<file path="config.mk">
export PLATFORM = sky130hd
export DESIGN_NAME = div_seq32
export DESIGN_NICKNAME = d
export VERILOG_FILES = /design/src/rtl/div_seq32.sv
export SDC_FILE = /design/constraint.sdc
export NUM_CORES = 1
export LEC_CHECK = 0
export CORE_MARGIN = 1
export CORE_UTILIZATION = 33
export CTS_CLUSTER_SIZE = 24
export DETAILED_ROUTE_END_ITERATION = 8
export HOLD_SLACK_MARGIN = 0.15
export PLACE_DENSITY_LB_ADDON = 0.05
export SKIP_LAST_GASP = 1
export SYNTH_ARGS = -nofsm -noshare
export SYNTH_HDL_FRONTEND = slang
export SYNTH_SLANG_ARGS = --single-unit
</file>
<file path="constraint.sdc">
create_clock -name clk -period 4.32 [get_ports clk]
set_clock_uncertainty 0.15 [all_clocks]
set_input_delay 0.648 -clock clk [delete_from_list [all_inputs] [get_ports clk]]
set_output_delay 0.648 -clock clk [all_outputs]
set_load 0.005 [all_outputs]
</file>
<file path="src/rtl/div_seq32.sv">
// Sequential radix-2 restoring divider: one quotient bit per cycle, signed/unsigned,
// RISC-V style divide-by-zero and overflow results, start/done handshake.
module div_seq32 #(
    parameter int W = 32
) (
    input  logic         clk,
    input  logic         rst_n,
    input  logic         start,
    input  logic         signed_op,
    input  logic [W-1:0] dividend,
    input  logic [W-1:0] divisor,
    output logic         busy,
    output logic         done,
    output logic [W-1:0] quotient,
    output logic [W-1:0] remainder,
    output logic         div_by_zero
);

    localparam int CW = $clog2(W + 1);

    typedef enum logic [1:0] {
        IDLE,
        CALC,
        FIX
    } state_t;

    state_t         state;
    logic [CW-1:0]  count;
    logic [W-1:0]   rem;
    logic [W-1:0]   quo;
    logic [W-1:0]   dvs_mag;
    logic [W-1:0]   dvd_orig;
    logic           dvd_neg;
    logic           dvs_neg;

    logic [W-1:0]   dvd_mag_in;
    logic [W-1:0]   dvs_mag_in;
    logic [W:0]     shifted;
    logic [W:0]     trial;
    logic [W-1:0]   rem_next;
    logic [W-1:0]   quo_fix;
    logic [W-1:0]   rem_fix;
    logic           zero_div;

    // Operand magnitudes; -(2^(W-1)) maps to 2^(W-1) as an unsigned W-bit value.
    always_comb begin
        dvd_mag_in = dividend;
        dvs_mag_in = divisor;
        if (signed_op && dividend[W-1]) dvd_mag_in = -dividend;
        if (signed_op && divisor[W-1])  dvs_mag_in = -divisor;
    end

    // The shifted partial remainder needs W+1 bits; the stored remainder is always
    // below the divisor magnitude, so it fits in W bits between iterations.
    always_comb begin
        shifted  = {rem, quo[W-1]};
        trial    = shifted - {1'b0, dvs_mag};
        rem_next = trial[W] ? shifted[W-1:0] : trial[W-1:0];
    end

    always_comb begin
        zero_div = (dvs_mag == '0);
        quo_fix  = (dvd_neg ^ dvs_neg) ? -quo : quo;
        rem_fix  = dvd_neg ? -rem : rem;
        if (zero_div) begin
            quo_fix = '1;
            rem_fix = dvd_orig;
        end
    end

    // NOTE: every register here is updated with <= so all reads in this block see
    // the pre-edge values; blocking assignments would chain iterations within a cycle.
    always_ff @(posedge clk or negedge rst_n) begin
        if (!rst_n) begin
            state       <= IDLE;
            count       <= '0;
            rem         <= '0;
            quo         <= '0;
            dvs_mag     <= '0;
            dvd_orig    <= '0;
            dvd_neg     <= 1'b0;
            dvs_neg     <= 1'b0;
            busy        <= 1'b0;
            done        <= 1'b0;
            quotient    <= '0;
            remainder   <= '0;
            div_by_zero <= 1'b0;
        end else begin
            done <= 1'b0;
            case (state)
                IDLE: begin
                    if (start) begin
                        dvd_neg  <= signed_op & dividend[W-1];
                        dvs_neg  <= signed_op & divisor[W-1];
                        quo      <= dvd_mag_in;
                        dvs_mag  <= dvs_mag_in;
                        dvd_orig <= dividend;
                        rem      <= '0;
                        count    <= CW'(W);
                        busy     <= 1'b1;
                        state    <= CALC;
                    end
                end
                CALC: begin
                    rem   <= rem_next;
                    quo   <= {quo[W-2:0], ~trial[W]};
                    count <= count - CW'(1);
                    if (count == CW'(1)) state <= FIX;
                end
                FIX: begin
                    quotient    <= quo_fix;
                    remainder   <= rem_fix;
                    div_by_zero <= zero_div;
                    done        <= 1'b1;
                    busy        <= 1'b0;
                    state       <= IDLE;
                end
                default: state <= IDLE;
            endcase
        end
    end

endmodule
</file>
* Word-level counts from Yosys, hierarchy flattened *
Index checks and enable logic that the tools add are counted.

storage, ports and cells
  memories = 0
  memory bits (read-only) = 0
  register bits = 205
  output and inout bits = 67
  word-level logic and storage cells = 57
  bits in writable memories = 0
  input bits = 68
  bits in latches = 0

operators by class
  reductions and logical operators = 10
  div/mod/pow operators = 0
  $add $sub $neg = 6
  $mul = 0
  multiplexer cells = 19
  shifts and indexed selects = 0
  bitwise gates (word level) = 4
  magnitude comparators = 0
  equal/unequal tests = 5

operator list
  operator                                                                number
  32-bit two-way mux                                                      9
  32-bit negator                                                          4
  32-bit one-hot mux with 2 select lines                                  2
  33-bit by 32-bit subtractor with 33-bit output                          1
  32-bit logical NOT                                                      1
  6-bit one-hot mux with 2 select lines                                   1
  2-bit AND reduction                                                     4
  6-bit by 1-bit equality test with 1-bit output (second input constant)  1
  6-bit two-way mux                                                       1
  6-bit by 1-bit subtractor with 6-bit output (second input constant)     1
  2-bit two-way mux                                                       2
  2-bit != test (second input constant)                                   2
  2-bit one-hot mux with 2 select lines                                   1
  2-bit nonzero test                                                      2
  1-bit bitwise AND                                                       2
  2-bit by 1-bit equality test with 1-bit output (second input constant)  1
  2-bit equality test (second input constant)                             1
  1-bit logical AND                                                       2
  2-bit logical NOT                                                       1
  1-bit two-way mux                                                       2
  1-bit one-hot mux with 2 select lines                                   1
  1-bit inverter                                                          1
  1-bit XOR                                                               1

* Depth between registers and ports, before layout *
Gate-level depths: netlist (run 1).

  depth after elaboration = 4
  mapped depth = 13
  mapped depth without buffers = 12

* Least setup slack after synthesis (run 1) *
Ideal clock, no wire load.

  path kind = flip-flop to flip-flop
  start = register quo[31]
  end = register rem[17]
  cell stages (with the launch flop) = 13
  slack = 1.295 ns
  clock period less this slack = 3.025 ns
  arrival = 2.742 ns
  cells stage by stage = dfrtp_1 -> inv_1 -> ha_1 -> fa_1 -> nand2b_1 -> a21o_1 -> a311o_1 -> nand3_1 -> a41oi_1 -> xnor2_1 -> clkbuf_1 -> mux2i_1 -> o21ai_0

between the ends
  longest elaborated chain between the ends = 3

RTL lines
  item                                            RTL line  RTL
  start: declaration                              30        logic [W-1:0] quo;
  start signal: assignment                        95        quo <= dvd_mag_in;
  start signal: assignment                        106       quo <= {quo[W-2:0], ~trial[W]};
  33-bit by 32-bit subtractor with 33-bit output  57        trial = shifted - {1'b0, dvs_mag};
  32-bit two-way mux                              58        rem_next = trial[W] ? shifted[W-1:0] : trial[W-1:0];
  32-bit one-hot mux with 2 select lines          90        case (state)
  end signal: assignment                          105       rem <= rem_next;
  end: declaration                                29        logic [W-1:0] rem;

No other way between the ends.
A chain may end at the register's enable or synchronous reset.

* Worst setup path in the final report (run 1) *
  start = register dvs_mag[0]
  end = register rem[5]

between the ends
  longest elaborated chain between the ends = 3

RTL lines
  item                                            RTL line  RTL
  start: declaration                              31        logic [W-1:0] dvs_mag;
  start signal: assignment                        96        dvs_mag <= dvs_mag_in;
  33-bit by 32-bit subtractor with 33-bit output  57
  32-bit two-way mux                              58
  32-bit one-hot mux with 2 select lines          90

No other way between the ends.

==> results.md, run 1 <==
- The flow ran to the end, and the final reports show no timing, DRC or antenna violations.
- Entering global routing, the biggest net connects around 120 pins.
- The synthesized design contains 0 enable-type register cells.
- The number of setup buffers added after CTS is 0.
- The worst setup path is of the register to register kind.
- The TritonCTS clock tree is yes.
- The share of power burned in registers is 28.8%.
- Combinational logic is responsible for a little under three fifths of the overall power.
- The register area is 5130 um^2.
- The detail route stage leaves a number of antenna-violating nets equal to 0.
- The placeable core region is approximately 38000 um^2.
- The area of the mapped netlist is around 13000 um^2.
- The overall die area is ~39000 um^2.
- The analysis attributes to net switching a power of 5.76 mW.
- Internal power comes to between 7 and 8 mW.
- The total number of clock tree sinks is a little over 200.
- The number of diodes added for antenna fixing is 0.
- The height of the die is between 150 and 200 um.
- Setup violations remaining at the end of the flow were counted as 0.
- The detailed-router iteration count before antenna repair is 5.
- The number of instances in the synthesized netlist is 1469.
- The initial antenna violation count was 0.
- Input and output buffers added on the ports amount to 134.
- The clock input transition at the sequential cells of the worst setup and hold paths is approximately 60 ps.
- The routed length on met3 is roughly 1200 um.
- The wire length per cell after detailed routing is 18.0 um.
- The initial cell density of the core is 33.4%.
- The fraction of the mapped netlist area in compound gates is 21.8%.
- The post-place setup slack is ~700 ps.
- The final core utilization is approximately two fifths.
- Of the total power, the share spent switching nets is about 45%.
- The amount of wire on met2 after detailed routing is around 18000 um.
- The number of non-filler instances in the completed layout is about 2100.
- The overall track demand over capacity in global routing is 19.8%.
- The slew of the pin with the lowest slew margin is between 1000 and 1500 ps.
- Across all hold checks on the routed design, the worst slack comes to 135 ps.
- The layout cell share with drive strength beyond 1 is between 5 and 6%.
- In the final layout, the multi-input gates occupy 6920 um^2.
- STA classifies the critical path startpoint as a register.
- After synthesis, the cell types taking the most area are sky130_fd_sc_hd__dfrtp_1, sky130_fd_sc_hd__nand2_1, sky130_fd_sc_hd__o21ai_0.
- The register bit count reported by yosys is ~200.
- The clock period minus final worst setup slack is ~3400 ps.
- The overflow left after global routing is 0.
- After Yosys synthesis, full adders, half adders and majority gates account for about 4.0% of the synthesized area.
- The largest area contributor in the synthesized netlist is sky130_fd_sc_hd__dfrtp_1.
- Adding up every negative setup slack in the final design gives 0 ps.
- The worst min-delay path class is input pin to asynchronous set/reset pin.
- The worst path arrival time is 3650 ps.
- For this run, design rule violations remaining after detail routing come to 0.
- The total wire length after detailed routing is 37900 um.
- The uppermost signal routing layer after detailed routing is met4.
- The register area share after synthesis is between 40% and 50%.
- The count of vias placed by the detailed router is 10740.
- The count of instances resized after the clock tree is built is 0.
- The quantity of hold-fixing buffers added after cts is 0.
- The endpoint class of the critical path is a register.
- Counting flops with an async set or reset pin after synthesis yields a share of between 90% and 100%.
- The congestion estimate from routability-driven global placement came to about 0.83.
- The TritonCTS buffer count is 26.
- In this run the tightest slew margin relative to its limit is about a third.
- Setup repair after global routing left no endpoint under its margin.
- The root buffer cell chosen for the clock tree is sky130_fd_sc_hd__clkbuf_16.
- Synthesis instantiated 68 different standard cells from the library.
- The total number of H-tree levels is 1.
- The dominant combinational cell family by area after synthesis is compound AO/OA/AOI/OAI gates.
- The max-slew violation count is 0.
- Max-cap violations in this run came to 0.
- The area fraction of the dominant cell type after synthesis is about two fifths.
- Of all nets on the critical path, the largest fanout is 24.
- The layout has 3861 filler cells.
- Including well taps, the total number of placed cells is about 2100.
- The most repeated cell in the gate-level netlist after synthesis is sky130_fd_sc_hd__nand2_1.
- The clock share of power is between 15 and 20%.
- The synthesized area per cell is 8.54 um^2.
- The via count of the first global-routing pass is 10620.
- The post-detailed-route via-to-cell ratio is about 5.1.
- Dividing total power by cell area gives a power density of around 840 nW/um^2.
- The share of synthesized cell area in and, or, nand and nor gates is between 10% and 20%.
- The final hold violation count came to 0.
- The analysis attributes to cell leakage a power of about 6.6 nW.
- The synthesized netlist devotes 10.3% of its cell area to XOR and XNOR gates.
- The I/O pin count is ~140.
- The source-to-sink clock delay at the later pin of the worst-skew pair is around 530 ps.
- The relative area change from synthesis to final layout is 22.3%.
- When the netlist entered floorplanning its net count stood at approximately 1600.
- The first global-routing pass estimated just over 60000 um of wire.
- The final critical path takes up about four fifths of the cycle.
- The mux contribution to synthesized area is under 10%.
- The routed metal-1 wire length is 17700 um.
- Derived from the worst setup path, the maximum achievable clock frequency is ~290 MHz.
- The floorplan step set the die width to 197 um.
- The count of yosys warnings during synthesis is 0.
- The final layout contains 1687 nets.
- Once routing completed, OpenROAD measured the worst setup slack at about 910 ps.
- The maximum buffer depth of the clock tree is 3.
- The number of DRC violations after detailed-routing iteration 0 is around 530.
- The main flop type after synthesis is sky130_fd_sc_hd__dfrtp_1.
- The commonest cells after synthesis are sky130_fd_sc_hd__nand2_1, sky130_fd_sc_hd__dfrtp_1, sky130_fd_sc_hd__o21ai_0.
- Data on the critical path is required at its endpoint by 4570 ps.
- The maximum VDD drop is between 0.4 and 0.5 mV.
- The detailed placer's ending HPWL is around 28000 um.
- In this run the core area contains a little over 70 standard-cell rows.
[worst max-delay path, stage by stage, from the launching register on]
cell,delay [ps]
sky130_fd_sc_hd__dfrtp_1,450
sky130_fd_sc_hd__ha_1,240
sky130_fd_sc_hd__fa_1,380
sky130_fd_sc_hd__nand2b_1,190
sky130_fd_sc_hd__a21o_1,190
sky130_fd_sc_hd__a311o_1,390
sky130_fd_sc_hd__nand3_1,140
sky130_fd_sc_hd__a41oi_1,180
sky130_fd_sc_hd__xnor2_2,250
sky130_fd_sc_hd__buf_4,390
sky130_fd_sc_hd__mux2i_1,230
sky130_fd_sc_hd__o21ai_0,80
[sequential cells by signal, indices dropped and copies added, names as in the netlist, 2 cells and up]
register	count
count	6
quotient	32
remainder	32
rem	32
quo	32
dvd_orig	32
state	2
dvs_mag	32
[stage by stage]
| step | power (mW) | area, um^2 |
|---|---|---|
| final | 12.9 | 15300 |
| after global routing | 14.1 | 15300 |
| after CTS | 13.1 | 15300 |
| after detailed placement | 10.9 | 14500 |
| after global placement | 10.9 | 14500 |
| after floorplan | 8.64 | 12500 |
[cells in the final DEF, fill, tap and decap left out, types with 18 or more instances in the layout]
master / Yosys / routed
sky130_fd_sc_hd__nand2_1: 246 / 245
sky130_fd_sc_hd__dfrtp_1: 205 / 205
sky130_fd_sc_hd__o21ai_0: 149 / 149
sky130_fd_sc_hd__clkdlybuf4s50_1: 0 / 133
sky130_fd_sc_hd__a21oi_1: 112 / 112
sky130_fd_sc_hd__nor2_1: 85 / 82
sky130_fd_sc_hd__xor2_1: 82 / 82
sky130_fd_sc_hd__xnor2_1: 66 / 65
sky130_fd_sc_hd__inv_1: 59 / 59
sky130_fd_sc_hd__ha_1: 38 / 38
sky130_fd_sc_hd__o22a_1: 29 / 29
sky130_fd_sc_hd__a22oi_1: 27 / 27
sky130_fd_sc_hd__clkbuf_16: 0 / 27
sky130_fd_sc_hd__buf_4: 0 / 25
sky130_fd_sc_hd__mux2i_1: 24 / 24
sky130_fd_sc_hd__o31ai_1: 23 / 23
sky130_fd_sc_hd__o21ai_1: 21 / 19
sky130_fd_sc_hd__nor3_1: 18 / 18
[area by class of cell]
type                    count  area share (%)
repair buffers            163            10.5
clock inverters             5           0.179
multi-input cells        1123            45.1
clock buffers              40            5.11
flip-flops and latches    205            33.4
well taps                 511            4.17
inverters                  61            1.49
[routing by layer]
metal	GRT usage [%]	vias up
li1	-	5408
met1	26.3	5095
met2	34.6	202
met3	1.78	35
met4	4.79	0
met5	0	-
[worst paths after layout]
path / startpoint / endpoint / slack [ps] / cells after the start
hold reg to reg: dvd_orig[16]$_DFFE_PN0P_ / dvd_orig[16]$_DFFE_PN0P_ / 320 / 2
hold / removal: rst_n / quotient[8]$_DFFE_PN0P_ / 130 / 1
min in group clk: dvd_orig[16]$_DFFE_PN0P_ / dvd_orig[16]$_DFFE_PN0P_ / 320 / 2
setup reg to reg: dvs_mag[0]$_DFFE_PN0P_ / rem[5]$_DFFE_PN0P_ / 910 / 11
max in group asynchronous: rst_n / dvs_mag[26]$_DFFE_PN0P_ / 2920 / 2
setup / recovery: dvs_mag[0]$_DFFE_PN0P_ / rem[5]$_DFFE_PN0P_ / 910 / 11
[power groups by stage]
stage	logic, mW	clock network (mW)	registers, mW
global placement	7.14	0	3.75
floorplan	5.23	0	3.40
finish	7.12	2.08	3.72
global route	8.05	2.22	3.86
CTS	7.22	2.15	3.73
detailed placement	7.18	0	3.76
[kinds of logic after synthesis]
family,count (synthesis)
XOR/XNOR,148
multiplexers,24
flip-flops,205
buffers and inverters,141
AND/OR/NAND/NOR,462
AO/OA/AOI/OAI,450
adder cells (fa/ha/maj),39
Power figures use the tool's default switching activity.
==> run 2, diff against run 1 <==
==> constraint.sdc (replaced) <==
create_clock -name clk -period 3.35 [get_ports clk]
set_clock_uncertainty 0.15 [all_clocks]
set_input_delay 0.5025 -clock clk [delete_from_list [all_inputs] [get_ports clk]]
set_output_delay 0.5025 -clock clk [all_outputs]
set_load 0.005 [all_outputs]
==> run 2 against run 1 <==
Compared with the run above: clock power grew 42%; combinational power is 42% higher; sequential share of layout area is 1.1 points lower; critical path depth down 2; sequential power increased by 26%; setup slack worse by 830 ps; largest power group unchanged; critical endpoint is now remainder[31]$_DFFE_PN0P_.
==> results.md, run 2 (synthesis gave the netlist of run 1 again) <==
- In the routed design, unresolved DRC markers number 0.
- The later pin in the worst-skew pair is clocked with a latency of ~560 ps.
- Entering global routing, the biggest net connects between 80 and 90 pins.
- The detailed placer's ending HPWL is 29200 um.
- In the final routed layout, each cell accounts on average for roughly 18 um.
- The biggest cell delay along the critical path is between 400 and 500 ps.
- The worst setup path is of the register to register kind.
- The I/O pin count is 135.
- The layout cell share with drive strength beyond 1 is 9.22%.
- The endpoint class of the critical path is a register.
- The weighted congestion reported at the end of routability-driven placement is approximately 0.85.
- The number of DRC violations after detailed-routing iteration 0 is roughly 540.
- Net switching is 43.7% of the power.
- The kind of launch point of the worst setup path is a register.
- The capturing instance or port of the critical path is remainder[31]$_DFFE_PN0P_.
- The initial antenna violation count came to 0.
- The worst-case IR drop observed on VDD is 0.536 mV.
- TritonCTS built the clock tree.
- Once detail routing completed, the nets flagged for antenna violations numbered 0.
- The via count of the first global-routing pass came to roughly 11000.
- The die covers 38800 um^2.
- The count of cells along the worst register-to-register path is 9.
- In this run the number of H-tree levels came out at 1.
- After global routing the overflow that remains totals 0.
- The worst min-delay path class is register to register.
- The initial cell density of the core is around a third.
- The worst register-to-register path begins at rem[12]$_DFFE_PN0P_.
- The family with the most delay on the worst path is simple AND/OR/NAND/NOR gates.
- Along the worst path, the maximum fanout reaches 7.
- For the pin with the worst max-slew slack, the measured transition is about 760 ps.
- The power per cell area is around 1100 nW/um^2.
- The max-slew violation count was 0.
- The total wire length after detailed routing is 38900 um.
- The first global-routing pass estimated approximately 61000 um of wire.
- Max-cap violations in this run came to 0.
- From bottom edge to top edge, the die measures 197 um.
- Per report_power, the combinational group accounts for between 50 and 60% of the total.
- The end of the worst register-to-register path is remainder[31]$_DFFE_PN0P_.
- On the critical path, the stage with the largest delay is an instance of sky130_fd_sc_hd__or4_1.
- The required arrival time at the worst endpoint is between 3000 and 4000 ps.
- Cell internal power was estimated by the tool at roughly 10 mW.
- The clock period minus final worst setup slack is around 3300 ps.
- The number of nets in the layout is roughly 1700.
- The relative area change from synthesis to final layout is 26.7%.
- The library cell used most frequently in the layout, excluding fill and tap cells, is sky130_fd_sc_hd__nand2_1.
- The total power after layout is between 15 and 20 mW.
- In the global route stage, overall resource usage came out at between 20% and 30%.
- In this run the tightest slew margin relative to its limit is 49.3%.
- The worst path arrival time is ~3500 ps.
- The placed instances occupy a cell area of 14900 um^2.
- The number of clock buffers added by TritonCTS is 27.
- The final critical path takes up a little over nine tenths of the cycle.
- In this run the tool buffered the top-level ports with 134 buffer cells.
- Once layout is done, the placed cells without fillers occupy ~16000 um^2.
- The most critical setup path has its startpoint at rem[12]$_DFFE_PN0P_.
- In this run the register-to-register setup slack is 80 ps.
- Summed over all nets, the switching power comes to slightly below 8 mW.
- Clock tree synthesis found a total of 205 sinks.
- The number of diodes added for antenna fixing is 0.
- Timing would allow up to 306 MHz.
- In this run the standard cell core region covers around 38000 um^2.
- The post-detailed-route via-to-cell ratio is 5.06.
- The share of power burned in registers is a little over a quarter.
- The number of setup violations in the final report is 0.
- The maximum buffer depth of the clock tree is 3.
- The top cell types in the final layout, fill and taps aside, are sky130_fd_sc_hd__nand2_1, sky130_fd_sc_hd__dfrtp_1, sky130_fd_sc_hd__o21ai_0.
- The clock input transition at the sequential cells of the worst setup and hold paths is 60 ps.
- In this run the clock root is driven by a sky130_fd_sc_hd__clkbuf_16.
- The flow ran to the end, and the final reports show no timing, DRC or antenna violations.
- The final hold violation count is 0.
- Of the total power, the clock network draws 16.6%.
- Counting the fill cells in the layout gives ~3900.
- The count of vias placed by the detailed router is roughly 11000.
- The number of cell rows is between 70 and 80.
- The leakage dissipation is 6.94 nW.
- Traced cell by cell, the critical path runs through or4_1 > or4_1 > nand4b_1 > or3_4 > nor3b_4 > mux2i_1 > a21oi_1 > a21oi_1 > o21ai_1.
- The buffering stage count on the worst path with inverters included is 0.
- The detailed-router iteration count before antenna repair is 5.
- The width of the die is around 200 um.
- The number of logic stages on the critical path including buffering is 9.
-- run 2: changes by cell type in the layout (fill, tap and decap cells not counted), sizes merged --
cell	change
bufinv	+3
clkbuf	-3
buf	+45
clkinv	+3
clkinvlp	+2
inv	+1
dlygate4sd3	+1
-- run 2: worst register-to-register path: cells and delay by family (launching register included) --
| kind | cells | cell delay (ps) |
|---|---|---|
| simple gates | 5 | 1980 |
| mux | 1 | 210 |
| flops | 1 | 450 |
| compound gates | 3 | 370 |
-- run 2: cell type report --
type	instances	area, um^2	area share, %
multi-input cells	1123	6950	43.8
flip-flops and latches	205	5130	32.3
repair buffers	211	2020	12.7
clock buffers	35	756	4.76
well taps	511	639	4.02
inverters	61	229	1.44
clock inverters	14	156	0.984
-- run 2: per-stage QoR --
step | worst slack [ps] | cells | util (%) | setup TNS, ps | hold WS (ps)
5_1_grt | -6.25 | 2160 | 42.3 | -9.09 | 340
2_1_floorplan | 325 | 1469 | - | 0 | 56.9
4_1_cts | 44.0 | 2157 | 42.0 | 0 | 326
3_3_place_gp | 49.9 | 2107 | 39.6 | 0 | 301
6_report | 84.4 | 2160 | 42.3 | 0 | 320
3_5_place_dp | 27.5 | 2107 | 39.6 | 0 | 305
-- run 2: metal layers --
metal / track usage, % / vias to the layer above / wire, um
met5: 0 / - / 0
met4: 5.77 / 0 / 884
met3: 2.46 / 42 / 1280
met2: 34.6 / 179 / 18700
met1: 26.4 / 5214 / 18000
li1: - / 5505 / -
-- run 2: power groups by stage --
stage	Sequential, mW	Clock [mW]	Combinational (mW)
2_1_floorplan	4.38	0	6.75
3_3_place_gp	4.70	0	9.79
3_5_place_dp	4.72	0	9.84
4_1_cts	4.69	3.06	9.87
5_1_grt	4.84	3.18	11.4
6_report	4.68	2.95	10.1
-- run 2: worst min-delay path by stage --
stage	depth (start not counted)	to	slack (ps)	from
after global placement	2	dvd_orig[15]$_DFFE_PN0P_	300	dvd_orig[15]$_DFFE_PN0P_
final	2	quotient[0]$_DFFE_PN0P_	320	quotient[0]$_DFFE_PN0P_
after global routing	2	dvd_orig[16]$_DFFE_PN0P_	340	dvd_orig[16]$_DFFE_PN0P_
after CTS	2	quotient[0]$_DFFE_PN0P_	330	quotient[0]$_DFFE_PN0P_
after floorplan	0	busy$_DFFE_PN0P_	60	rst_n
after detailed placement	2	dvd_orig[27]$_DFFE_PN0P_	300	dvd_orig[27]$_DFFE_PN0P_
-- run 2: what timing repair did --
item | 4_1_cts | 5_1_grt
setup buffers | 0 | 1
endpoints found under the setup margin | 0 | 30
hold buffers | 1 | 0
resized for setup | 0 | 8
hold endpoints to repair | 78 | 0
==> run 3, diff against run 2 <==
--- a/config.mk
+++ b/config.mk
@@ -11,7 +11,6 @@
 export DETAILED_ROUTE_END_ITERATION = 8
 export HOLD_SLACK_MARGIN = 0.15
 export PLACE_DENSITY_LB_ADDON = 0.05
-export SKIP_LAST_GASP = 1
 export SYNTH_ARGS = -nofsm -noshare
 export SYNTH_HDL_FRONTEND = slang
 export SYNTH_SLANG_ARGS = --single-unit
==> constraint.sdc (replaced) <==
create_clock -name clk -period 4 [get_ports clk]
set_clock_uncertainty 0.15 [all_clocks]
set_input_delay 0.6 -clock clk [delete_from_list [all_inputs] [get_ports clk]]
set_output_delay 0.6 -clock clk [all_outputs]
set_load 0.005 [all_outputs]
==> run 3 against run 2 <==
Compared with the run above: utilization is 1.3 points lower; first-iteration DRC count is 7.7% higher; setup slack better by 480 ps; sequential cell count stayed put; sequential power is 14% lower; register-to-register slack better by 480 ps; global-route usage is 0.050 points higher; final cell count is 1.8% lower; clock power is 24% lower.
==> results.md, run 3 (synthesis gave the netlist of run 1 again) <==
- The first detailed-routing pass ran for 5 iterations.
- The final total negative setup slack is 0 ps.
- On the critical path, the stage with the largest delay is an instance of sky130_fd_sc_hd__buf_4.
- Setup repair after global routing left no endpoint under its margin.
- In the routed design, unresolved DRC markers number 0.
- The maximum achievable frequency is between 200 and 300 MHz.
- The total number of H-tree levels is 1.
- The kind of launch point of the worst setup path is a register.
- The die is 197 um wide.
- The worst setup path is captured at a register.
- The via count of the first global-routing pass is 10805.
- The overall die area is 38800 um^2.
- The leakage dissipation is between 6 and 7 nW.
- The height of the die is 197 um.
- The global routing met3 resource utilization is 2.21%.
- The final hold violation count is 0.
- The layout has about 3900 filler cells.
- Entering global routing, the biggest net connects between 70 and 80 pins.
- Clock tree synthesis inserted a total of 26 buffers.
- The total number of clock tree sinks is 205.
- The number of cell rows is between 70 and 80.
- The register area is 5130 um^2.
- The flow ran to the end, and the final reports show no timing, DRC or antenna violations.
- The commonest non-fill, non-tap cell in the layout is sky130_fd_sc_hd__nand2_1.
- The total wire length after detailed routing is a little under 40000 um.
- The worst path in the final design needs a cycle of about 3400 ps, including I/O delays and setup.
- TritonCTS built the clock tree.
- The footprint of the multi-input gates is just under 7000 um^2.
- The signal on the critical path passes through inv_1 > ha_1 > fa_1 > nand2b_1 > a21o_1 > a311o_1 > nand3_1 > a41oi_1 > xnor2_2 > buf_4 > mux2i_1 > o21ai_0.
- In this run the worst path has a maximum fanout of 30.
- The max-slew violation count is 0.
- The cell at the root of the clock tree is sky130_fd_sc_hd__clkbuf_16.
- The placeable core region is approximately 38000 um^2.
- The biggest cell delay along the critical path is ~440 ps.
- The detailed placer's ending HPWL is 29100 um.
- The global routing's busiest layer is met2.
- The overflow left after global routing is 0.
- After clock tree synthesis, the repair step resized 0 gates.
- The total setup buffers inserted after CTS is 0.
- Dividing total power by cell area gives a power density of just over 900 nW/um^2.
- The initial antenna violation count came to 0.
- The min-delay analysis places its worst path in the category register to register.
- The number of DRC violations after detailed-routing iteration 0 is about 580.
- The initial cell density of the core is between 30% and 40%.
- In this run the remaining antenna-violating nets after routing total 0.
- The worst path uses 85.9% of the clock period.
- The count of input and output buffers is about 130.
- Routability-driven placement finished with a final weighted congestion of about 0.8.
- VDD sags by at most ~0.55 mV.
- In this run the tightest slew margin relative to its limit is 37.7%.
- In the layout the commonest cells are sky130_fd_sc_hd__nand2_1, sky130_fd_sc_hd__dfrtp_1, sky130_fd_sc_hd__o21ai_0.
- Setup violations remaining at the end of the flow were counted as 0.
- At the pin with the least slew margin, the transition time is between 900 and 1000 ps.
- The wire length per cell after detailed routing is between 15 and 20 um.
- The post-detailed-route via-to-cell ratio is around 5.1.
- Once layout is complete, the cells apart from fillers number 2122.
- The number of cells after detailed placement is slightly above 2000.
- The quantity of hold-fixing buffers added after cts is 1.
- After the last flow step, the layout net total stands at about 1700.
- For the worst setup path, the data arrival time is roughly 3700 ps.
- The I/O pin count is around 140.
- The clock input transition at the sequential cells of the worst setup and hold paths is approximately 60 ps.
- Summing over every cut layer, the via total after detailed routing is 10750.
- STA puts the critical path data required time at between 4000 and 5000 ps.
- Max-cap violations in this run came to 0.
- The source-to-sink clock delay at the later pin of the worst-skew pair is ~530 ps.
- Global routing used 20.1% of the available tracks across all layers.
- Global routing consumed, on the met2 layer, 35.6% of the routing resources.
- The first global-routing pass estimated ~60000 um of wire.
- Global routing used 26.2% of the available met1 tracks.
- The maximum buffer depth of the clock tree is 3.
- From synthesis to final layout, the design area changed by 22.9%.
- The layout cell share with drive strength beyond 1 is under 10%.
- The path type of the worst setup path is register to register.
## run 3: worst paths after layout
path | start | to | slack [ps] | cells after the start
worst max-delay path | quo[31]$_DFFE_PN0P_ | rem[11]$_DFFE_PN0P_ | 560 | 12
worst min-delay path | dvd_orig[15]$_DFFE_PN0P_ | dvd_orig[15]$_DFFE_PN0P_ | 320 | 2
worst max register to register | quo[31]$_DFFE_PN0P_ | rem[11]$_DFFE_PN0P_ | 560 | 12
worst min register to register | dvd_orig[15]$_DFFE_PN0P_ | dvd_orig[15]$_DFFE_PN0P_ | 320 | 2
max in group asynchronous | rst_n | rem[24]$_DFFE_PN0P_ | 2310 | 3
min in group asynchronous | rst_n | quotient[6]$_DFFE_PN0P_ | 500 | 2
## run 3: per-layer routing
layer,vias up,wire length [um]
met3,41,1330
li1,5414,-
met1,5105,17600
met4,0,722
met2,190,19000
met5,-,0
## run 3: layout make-up
class                           count  share of cell area (%)
Multi-Input combinational cell   1123                    44.9
Sequential cell                   205                    33.3
Timing Repair Buffer              175                    11.0
Clock buffer                       42                    5.01
Tap cell                          511                    4.15
Inverter                           61                    1.49
Clock inverter                      4                   0.154
Antenna cell                        1                  0.0162
## run 3: critical path: cells and delay by family, from the launching register on
family | cells | cell delay [ps]
adder cells (fa/ha/maj) | 2 | 610
AND/OR/NAND/NOR | 2 | 320
AO/OA/AOI/OAI | 4 | 860
XOR/XNOR | 1 | 200
flip-flops | 1 | 380
multiplexers | 1 | 230
buffers and inverters | 2 | 530
## run 3: where the power goes
group          switching [mW]  internal (mW)
Combinational            4.39           3.42
Sequential               1.01           2.99
Clock                   0.921           1.31
Total                    6.32           7.72
## run 3: through the flow
stage | utilization (%) | worst slack [ps] | hold slack, ps | power, mW | area, um^2
final | 41.0 | 563 | 322 | 14.0 | 15400
after global routing | 41.0 | 318 | 345 | 15.3 | 15400
after CTS | 41.0 | 533 | 326 | 14.2 | 15400
after detailed placement | 38.9 | 563 | 307 | 11.9 | 14600
after global placement | 38.9 | 632 | 302 | 11.9 | 14600
after floorplan | - | 975 | 154 | 9.33 | 12500
